[src/rtl/sys_defs_pkg.sv]
// Shared FV memory-system types: requester-to-arbiter request and arbiter-to-bank command.
// Bank index occupies the top two bits of FV_addr; the remaining bits address within the bank.
`ifndef SYS_DEFS_FV_MACROS
`define SYS_DEFS_FV_MACROS
`define Num_Banks_FV 4
`define FV_info_bank_width 8
`endif

package sys_defs;

  localparam int FV_ADDR_W      = `FV_info_bank_width;
  localparam int FV_BANK_IDX_HI = `FV_info_bank_width - 1;
  localparam int FV_BANK_IDX_LO = `FV_info_bank_width - 2;
  localparam int FV_BANK_IDX_W  = FV_BANK_IDX_HI - FV_BANK_IDX_LO + 1;
  localparam int FV_BANK_ADDR_W = `FV_info_bank_width - 2;
  localparam int PE_TAG_W       = 4;

  typedef struct packed {
    logic                      valid;
    logic [FV_ADDR_W-1:0]      FV_addr;
    logic [PE_TAG_W-1:0]       PE_tag;
  } FV_ARB_REQ;

  typedef struct packed {
    logic                      valid;
    logic [PE_TAG_W-1:0]       PE_tag;
    logic [FV_BANK_ADDR_W-1:0] FV_Bank_addr;
  } FV_MEM_CNTL2FV_Bank_CNTL;

  typedef enum logic [1:0] {
    IDLE  = 2'd0,
    GRANT = 2'd1,
    HOLD  = 2'd2
  } fv_arb_state_e;

  function automatic logic [FV_BANK_IDX_W-1:0] fv_bank_of(input logic [FV_ADDR_W-1:0] addr);
    return addr[FV_BANK_IDX_HI:FV_BANK_IDX_LO];
  endfunction

endpackage

[src/rtl/fv_bank_arbiter_rr.sv]
// Combinational one-hot pick: first requester at index >= ptr, wrapping to the lowest index.
// With ptr held at 0 this degenerates to fixed lowest-index priority.
module fv_rr_arbiter #(
  parameter int NUM_REQ = 4,
  parameter int PTR_W   = 2
) (
  input  logic [NUM_REQ-1:0] req,
  input  logic [PTR_W-1:0]   ptr,
  output logic [NUM_REQ-1:0] grant
);

  logic [NUM_REQ-1:0] hi_pick;
  logic [NUM_REQ-1:0] lo_pick;
  logic               hi_found;
  logic               lo_found;

  always_comb begin
    hi_pick  = '0;
    lo_pick  = '0;
    hi_found = 1'b0;
    lo_found = 1'b0;
    for (int r = 0; r < NUM_REQ; r++) begin
      if (req[r] && (r >= int'(ptr)) && !hi_found) begin
        hi_pick[r] = 1'b1;
        hi_found   = 1'b1;
      end
      if (req[r] && !lo_found) begin
        lo_pick[r] = 1'b1;
        lo_found   = 1'b1;
      end
    end
    grant = hi_found ? hi_pick : lo_pick;
  end

endmodule

[src/rtl/fv_bank_arbiter.sv]
// Per-bank IDLE->GRANT->HOLD arbiter; grant and bank command are registered, one cycle after request.
// Busy banks and the two post-grant cycles block a bank. `FV_ARB_RR_EN selects round-robin over fixed priority.
module fv_bank_arbiter
  import sys_defs::*;
#(
  parameter int NUM_REQ   = 4,
  parameter int NUM_BANKS = `Num_Banks_FV
) (
  input  logic                    clk,
  input  logic                    reset,
  input  FV_ARB_REQ               req_in [NUM_REQ],
  input  logic [NUM_BANKS-1:0]    Bank_busy,
  output logic [NUM_REQ-1:0]      req_grant,
  output FV_MEM_CNTL2FV_Bank_CNTL FV_MEM_CNTL2FV_Bank_CNTL_out [NUM_BANKS]
);

  localparam int PTR_W = (NUM_REQ > 1) ? $clog2(NUM_REQ) : 1;

  logic [NUM_REQ-1:0] bank_req [NUM_BANKS];
  logic [NUM_REQ-1:0] bank_gnt [NUM_BANKS];

  always_comb begin
    for (int b = 0; b < NUM_BANKS; b++) begin
      for (int r = 0; r < NUM_REQ; r++) begin
        bank_req[b][r] = req_in[r].valid &&
                         (fv_bank_of(req_in[r].FV_addr) == FV_BANK_IDX_W'(b));
      end
    end
  end

  always_comb begin
    req_grant = '0;
    for (int b = 0; b < NUM_BANKS; b++) begin
      req_grant = req_grant | bank_gnt[b];
    end
  end

  for (genvar b = 0; b < NUM_BANKS; b++) begin : g_bank
    fv_arb_state_e             state_q;
    FV_MEM_CNTL2FV_Bank_CNTL   out_q;
    logic [NUM_REQ-1:0]        gnt_q;
    logic [NUM_REQ-1:0]        pick;
    logic [PTR_W-1:0]          ptr;
    logic [PE_TAG_W-1:0]       win_tag;
    logic [FV_BANK_ADDR_W-1:0] win_addr;

`ifdef FV_ARB_RR_EN
    logic [PTR_W-1:0] ptr_q;
    logic [PTR_W-1:0] win_idx;
    assign ptr = ptr_q;

    always_comb begin
      win_idx = '0;
      for (int r = 0; r < NUM_REQ; r++) begin
        if (pick[r]) win_idx = PTR_W'(r);
      end
    end
`else
    assign ptr = '0;
`endif

    fv_rr_arbiter #(
      .NUM_REQ (NUM_REQ),
      .PTR_W   (PTR_W)
    ) u_arb (
      .req   (bank_req[b]),
      .ptr   (ptr),
      .grant (pick)
    );

    always_comb begin
      win_tag  = '0;
      win_addr = '0;
      for (int r = 0; r < NUM_REQ; r++) begin
        if (pick[r]) begin
          win_tag  = req_in[r].PE_tag;
          win_addr = req_in[r].FV_addr[FV_BANK_ADDR_W-1:0];
        end
      end
    end

    // GRANT and HOLD ignore requests and busy: covers requester drop and bank busy-assert latency.
    always_ff @(posedge clk or negedge reset) begin
      if (!reset) begin
        state_q <= IDLE;
        out_q   <= '0;
        gnt_q   <= '0;
`ifdef FV_ARB_RR_EN
        ptr_q   <= '0;
`endif
      end else begin
        case (state_q)
          IDLE: begin
            if (!Bank_busy[b] && (|bank_req[b])) begin
              state_q <= GRANT;
              out_q   <= '{valid: 1'b1, PE_tag: win_tag, FV_Bank_addr: win_addr};
              gnt_q   <= pick;
`ifdef FV_ARB_RR_EN
              ptr_q   <= (win_idx == PTR_W'(NUM_REQ - 1)) ? '0 : win_idx + PTR_W'(1);
`endif
            end else begin
              out_q <= '0;
              gnt_q <= '0;
            end
          end
          GRANT: begin
            state_q <= HOLD;
            out_q   <= '0;
            gnt_q   <= '0;
          end
          default: begin
            state_q <= IDLE;
            out_q   <= '0;
            gnt_q   <= '0;
          end
        endcase
      end
    end

    assign FV_MEM_CNTL2FV_Bank_CNTL_out[b] = out_q;
    assign bank_gnt[b]                     = gnt_q;
  end

endmodule

[config.mk]
export PLATFORM = sky130hd
export DESIGN_NAME = fv_bank_arbiter
export DESIGN_NICKNAME = d
export VERILOG_FILES = /design/src/rtl/sys_defs_pkg.sv /design/src/rtl/fv_bank_arbiter_rr.sv /design/src/rtl/fv_bank_arbiter.sv
export SDC_FILE = /design/constraint.sdc
export NUM_CORES = 1
export LEC_CHECK = 0
export ABC_AREA = 0
export CAP_MARGIN = 20
export CORE_MARGIN = 2
export CORE_UTILIZATION = 48
export CTS_CLUSTER_SIZE = 25
export DETAILED_ROUTE_END_ITERATION = 10
export PLACE_DENSITY = 0.89
export SLEW_MARGIN = 5
export SYNTH_ARGS = -nofsm -noshare
export SYNTH_HDL_FRONTEND = slang
export SYNTH_SLANG_ARGS = --single-unit
[constraint.sdc]
create_clock -name clk -period 4.79 [get_ports clk]
set_clock_uncertainty 0.2 [all_clocks]
set_input_delay 0.479 -clock clk [delete_from_list [all_inputs] [get_ports clk]]
set_output_delay 0.479 -clock clk [all_outputs]
set_load 0.03 [all_outputs]
======== Yosys cells after proc, flatten, opt, wreduce, memory -nomap -nowiden ========
Cells that the tools add are included.
cells by class
  equality and inequality tests ........... 20
  mux-type cells .......................... 80
  bitwise operators ....................... 3
  reductions and logical operators ........ 60
operator list
  cell                                                  count
  2-to-1 mux 4 bit                                      24
  2-to-1 mux 6 bit                                      16
  2-to-1 mux 11 bit                                     8
  logical AND 1 bit                                     32
  2-to-1 mux 1 bit                                      24
  equality test 2 x 1 -> 1 bit (second input constant)  8
  equality test 2 bit (second input constant)           8
  logical NOT 1 bit                                     16
  logical NOT 2 bit                                     8
  case mux 2 bit (2 select lines)                       4
  OR reduction 4 bit                                    4
  bitwise OR 4 bit                                      3
  2-to-1 mux 2 bit                                      4
  != test 2 bit (second input constant)                 4
storage, ports and cells
  register bits ........................... 68
  output and inout port bits .............. 48
  word-level logic and storage cells ...... 183

======== Logic depth before layout (Yosys ltp) ========
  depth after elaboration ................. 15
  gate-level depth with buffers ........... 6
  gate-level depth less buffers ........... 4

======== By module ========
From an unflattened synthesis, not the netlist that was laid out.
unflattened totals
  cell total of the unflattened synthesis .. 415
  area total of the unflattened synthesis .. 3918.8 sq um
modules (own cells, without submodules)
  module           times used  cells each  area an instance (sq um)  seq. area each (sq um)
  fv_bank_arbiter  1           347         3503.4                    1701.6
  fv_rr_arbiter    4           17          103.8                     0.0

======== Worst setup path before layout ========
OpenSTA, ideal clock, no wires.
  path kind ............................... in2reg
  from .................................... input port req_in[50] in the netlist's numbering
  to ...................................... register g_bank[1].out_q, in the netlist FV_MEM_CNTL2FV_Bank_CNTL_out[24]
  library setup time ...................... 0.122 ns
  data arrival time ....................... 1.484 ns
  data required time ...................... 4.468 ns
  setup slack ............................. 2.985 ns
  stages on the path ...................... 4
  cells stage by stage .................... and3b_1 > clkbuf_1 > or2b_1 > a32o_1
on the way
  word-level cells in the longest chain between the ends .. 15
  elaborated cells on any way between the ends .. 22
RTL lines
  element                           RTL line                                            RTL
  from (decl)                       fv_bank_arbiter.sv:11                               input FV_ARB_REQ req_in [NUM_REQ],
  equality test 2 x 1 -> 1 bit (*)  fv_bank_arbiter.sv:26                               (fv_bank_of(req_in[r].FV_addr) == FV_BANK_IDX_W'(b));
  logical AND 1 bit (*)             fv_bank_arbiter.sv:25                               bank_req[b][r] = req_in[r].valid &&
  2-to-1 mux 1 bit                  fv_bank_arbiter_rr.sv:23, fv_bank_arbiter_rr.sv:27
  logical NOT 1 bit                 fv_bank_arbiter_rr.sv:23, fv_bank_arbiter_rr.sv:27
  logical AND 1 bit                 fv_bank_arbiter_rr.sv:23, fv_bank_arbiter_rr.sv:27
  2-to-1 mux 1 bit                  fv_bank_arbiter_rr.sv:23, fv_bank_arbiter_rr.sv:27
  logical NOT 1 bit                 fv_bank_arbiter_rr.sv:23, fv_bank_arbiter_rr.sv:27
  logical AND 1 bit                 fv_bank_arbiter_rr.sv:23, fv_bank_arbiter_rr.sv:27
  2-to-1 mux 1 bit                  fv_bank_arbiter_rr.sv:23, fv_bank_arbiter_rr.sv:27
  logical NOT 1 bit                 fv_bank_arbiter_rr.sv:23, fv_bank_arbiter_rr.sv:27
  logical AND 1 bit                 fv_bank_arbiter_rr.sv:23, fv_bank_arbiter_rr.sv:27
  2-to-1 mux 1 bit                  fv_bank_arbiter_rr.sv:23, fv_bank_arbiter_rr.sv:27
  2-to-1 mux 6 bit                  fv_bank_arbiter.sv:75                               if (pick[r]) begin
  2-to-1 mux 11 bit (*)             fv_bank_arbiter.sv:94                               if (!Bank_busy[b] && (|bank_req[b])) begin
  2-to-1 mux 11 bit (*)             fv_bank_arbiter.sv:92                               case (state_q)
  to (signal assigned)              fv_bank_arbiter.sv:96                               out_q <= '{valid: 1'b1, PE_tag: win_tag, FV_Bank_addr: win_addr};
  to (decl)                         fv_bank_arbiter.sv:40                               FV_MEM_CNTL2FV_Bank_CNTL out_q;
Mark *: on every way between the ends. The rest lies on a longest branch, timed or not.
A chain may end at the register's enable or synchronous reset.

======== Worst setup path in the final report ========
  from .................................... input port req_in[49] in the netlist's numbering
  to ...................................... register g_bank[1].out_q, in the netlist FV_MEM_CNTL2FV_Bank_CNTL_out[26]
Same word-level chain as after synthesis.

==> impl_metrics.json <==
{
  "postCtsSetupRepairBufs": 0,
  "route.detailed.drc": 0,
  "ir_drop_uv": 163,
  "die-area_um2": 7680,
  "syn_area_um2": 3360,
  "synth_top_cells_by_count": "dfrtp_1 (68), a221o_1 (36), a32o_1 (36)",
  "yosysWarnings": 0,
  "io_pins": 106,
  "routed_via_density": 6.50,
  "criticalPathCategory": "primary input to flop",
  "cts.sink_count": 68,
  "drive_above_1_share": 0.0691,
  "worst_setup_path_start_kind": "primary input",
  "gp_congestion": 0.911,
  "synth_edf_count": 0,
  "dr.pass1.iters": 5,
  "leakagePower_nw": 1.93,
  "regToRegSetupSlack_ns": 2.66,
  "fp.coreArea_um2": 6790,
  "antenna_found_initial": 0,
  "num_rows": 30,
  "nets": 444,
  "start_util": 0.494,
  "cts.clk_slew.worst_paths_ns": 0.07,
  "synth_top_area_cell": "dfrtp_1",
  "post_drt_wl_per_cell_um": 21.6,
  "wl_um": 10500,
  "timing.final.crit_period_ns": 2.96,
  "cp_data_arrival_time_ns": 3.04,
  "hold_class": "primary input to async pin",
  "setup_viol": 0,
  "rsz0062_at_grt": "false",
  "io_buffer_count": 105,
  "synth_top_area_frac": 0.507,
  "tightest_slew_ns": 0.923,
  "final_core_util": 0.682,
  "grt_pass1_wl_um": 16100,
  "end_kind": "flop",
  "areaGrowthSynthToFinish_pct": 38.1,
  "synthTopCellsByArea": "dfrtp_1 (51%), a221o_1 (11%), a32o_1 (11%)",
  "grt_max_degree": 69,
  "avgSynthCellArea_um2": 11.6,
  "max_cap_viol_count": 0,
  "relSlewSlack": 0.385,
  "cts_root_buf": "clkbuf_8",
  "yosysMostFrequentCell": "dfrtp_1",
  "cp.required_ns": 4.87,
  "drv_slew": 0,
  "post-route-period-util": 0.617,
  "dp_hpwl_um": 7050,
  "num_vias": 3164,
  "cts_resized": 0,
  "track_usage": 0.279,
  "startpoint": "req_in[49]",
  "hold_viol": 0,
  "seq_area_frac_synth": 0.507,
  "r2r_start": "g_bank[1].state_q[0]",
  "chipWidth_um": 87.6,
  "grt_pass1_vias": 3138,
  "synthCells": 289,
  "power_density_nw_per_um2": 296,
  "h-tree-depth": 3,
  "syn-num-nets": 347,
  "chipHeight_um": 87.6,
  "cts_tree": "built",
  "ant_nets": 0,
  "timing.fmax_mhz": 338,
  "ys_types": 38,
  "setup-tns-final_ns": 0,
  "antenna_cells": 0,
  "clockBufferDepth": 2,
  "multi_input_area_um2": 1520,
  "cts_hold_buf": 0,
  "clk_latency_ns": 0.35,
  "regArea_um2": 1700,
  "synthFlopType": "dfrtp_1",
  "cts_buffers": 9,
  "ys_async_sr_fraction": 1.00,
  "n_fill_cell": 508,
  "grt_overflow_total": 0,
  "drt_iter0_drc": 431,
  "synth.ff_latch_count": 68,
  "path_max_fanout": 22,
  "status": "finished, final reports clean"
}
power breakdown:
part           internal (mW)  switching [mW]
Combinational          0.125           0.156
Sequential             0.598         0.00836
Clock                  0.267           0.215
through the flow:
step                      area [um2]  total power, mW  cells  hold slack, ns  setup WS [ns]
after floorplan                 3360            0.753    289         -0.0166           2.98
after global placement          4430            0.887    471           0.208           1.65
after detailed placement        4430            0.893    471           0.216           1.58
after CTS                       4630             1.37    487           0.147           1.90
after global routing            4630             1.42    487           0.217           1.75
final                           4630             1.37    487           0.110           1.83
area by class of cell:
type                    instances  area share
clock inverters                 4      0.0103
clock buffers                  12      0.0335
inverters                       3     0.00243
flip-flops and latches         68       0.367
multi-input cells             195       0.328
repair buffers                109       0.232
well taps                      96      0.0259
path summary, 6_finish.rpt:
check                                                   endpoint  cells after the start
worst min-delay path             FV_MEM_CNTL2FV_Bank_CNTL_out[4]                      2
worst min register to register              g_bank[1].state_q[1]                      1
worst max-delay path            FV_MEM_CNTL2FV_Bank_CNTL_out[26]                      5
worst max register to register  FV_MEM_CNTL2FV_Bank_CNTL_out[26]                      3
max in group asynchronous                   g_bank[0].state_q[1]                      2
min in group clk                            g_bank[1].state_q[1]                      1
critical path, stage by stage:
cell             delay (ns)
clkdlybuf4s50_1        0.61
and3b_1                0.82
nor3b_2                0.15
nor2_1                 0.68
a32o_1                 0.29
registers in the layout, summed over array words and instances (netlist names):
signal	flops
FV_MEM_CNTL2FV_Bank_CNTL_out	44
g_bank.gnt_q	16
g_bank.state_q	8
cells by family (layout without fill, tap and decap cells):
| logic type | count (synthesis) | in the layout | share of synthesized area |
|---|---|---|---|
| simple gates | 100 | 100 | 0.191 |
| compound gates | 95 | 95 | 0.263 |
| buf+inv | 26 | 128 | 0.0395 |
| flops | 68 | 68 | 0.507 |
layout by cell type (no fill, tap or decap), types with 3 or more instances in the layout:
cell	n
and2_1	3
nor3_1	6
nor3b_2	3
nand2_1	3
buf_4	4
clkdlybuf4s50_1	104
a32o_1	36
and3_1	3
nor2b_1	5
inv_1	3
nor2_1	9
dfrtp_1	68
o2bb2ai_1	3
clkbuf_8	11
a221o_1	36
and3b_1	3
or4_1	4
nor3b_1	6
nand3_1	5
nand3b_1	4
nand2b_1	33
or3_1	4
a21oi_1	11
layer usage:
metal / vias up / global-route usage / share of wire
li1: 1344 / - / -
met3: 30 / 0.0716 / 0.11
met1: 1536 / 0.365 / 0.39
met2: 254 / 0.428 / 0.48
met4: 0 / 0.150 / 0.027
met5: - / 0 / 0
Power figures use the tool's default switching activity.
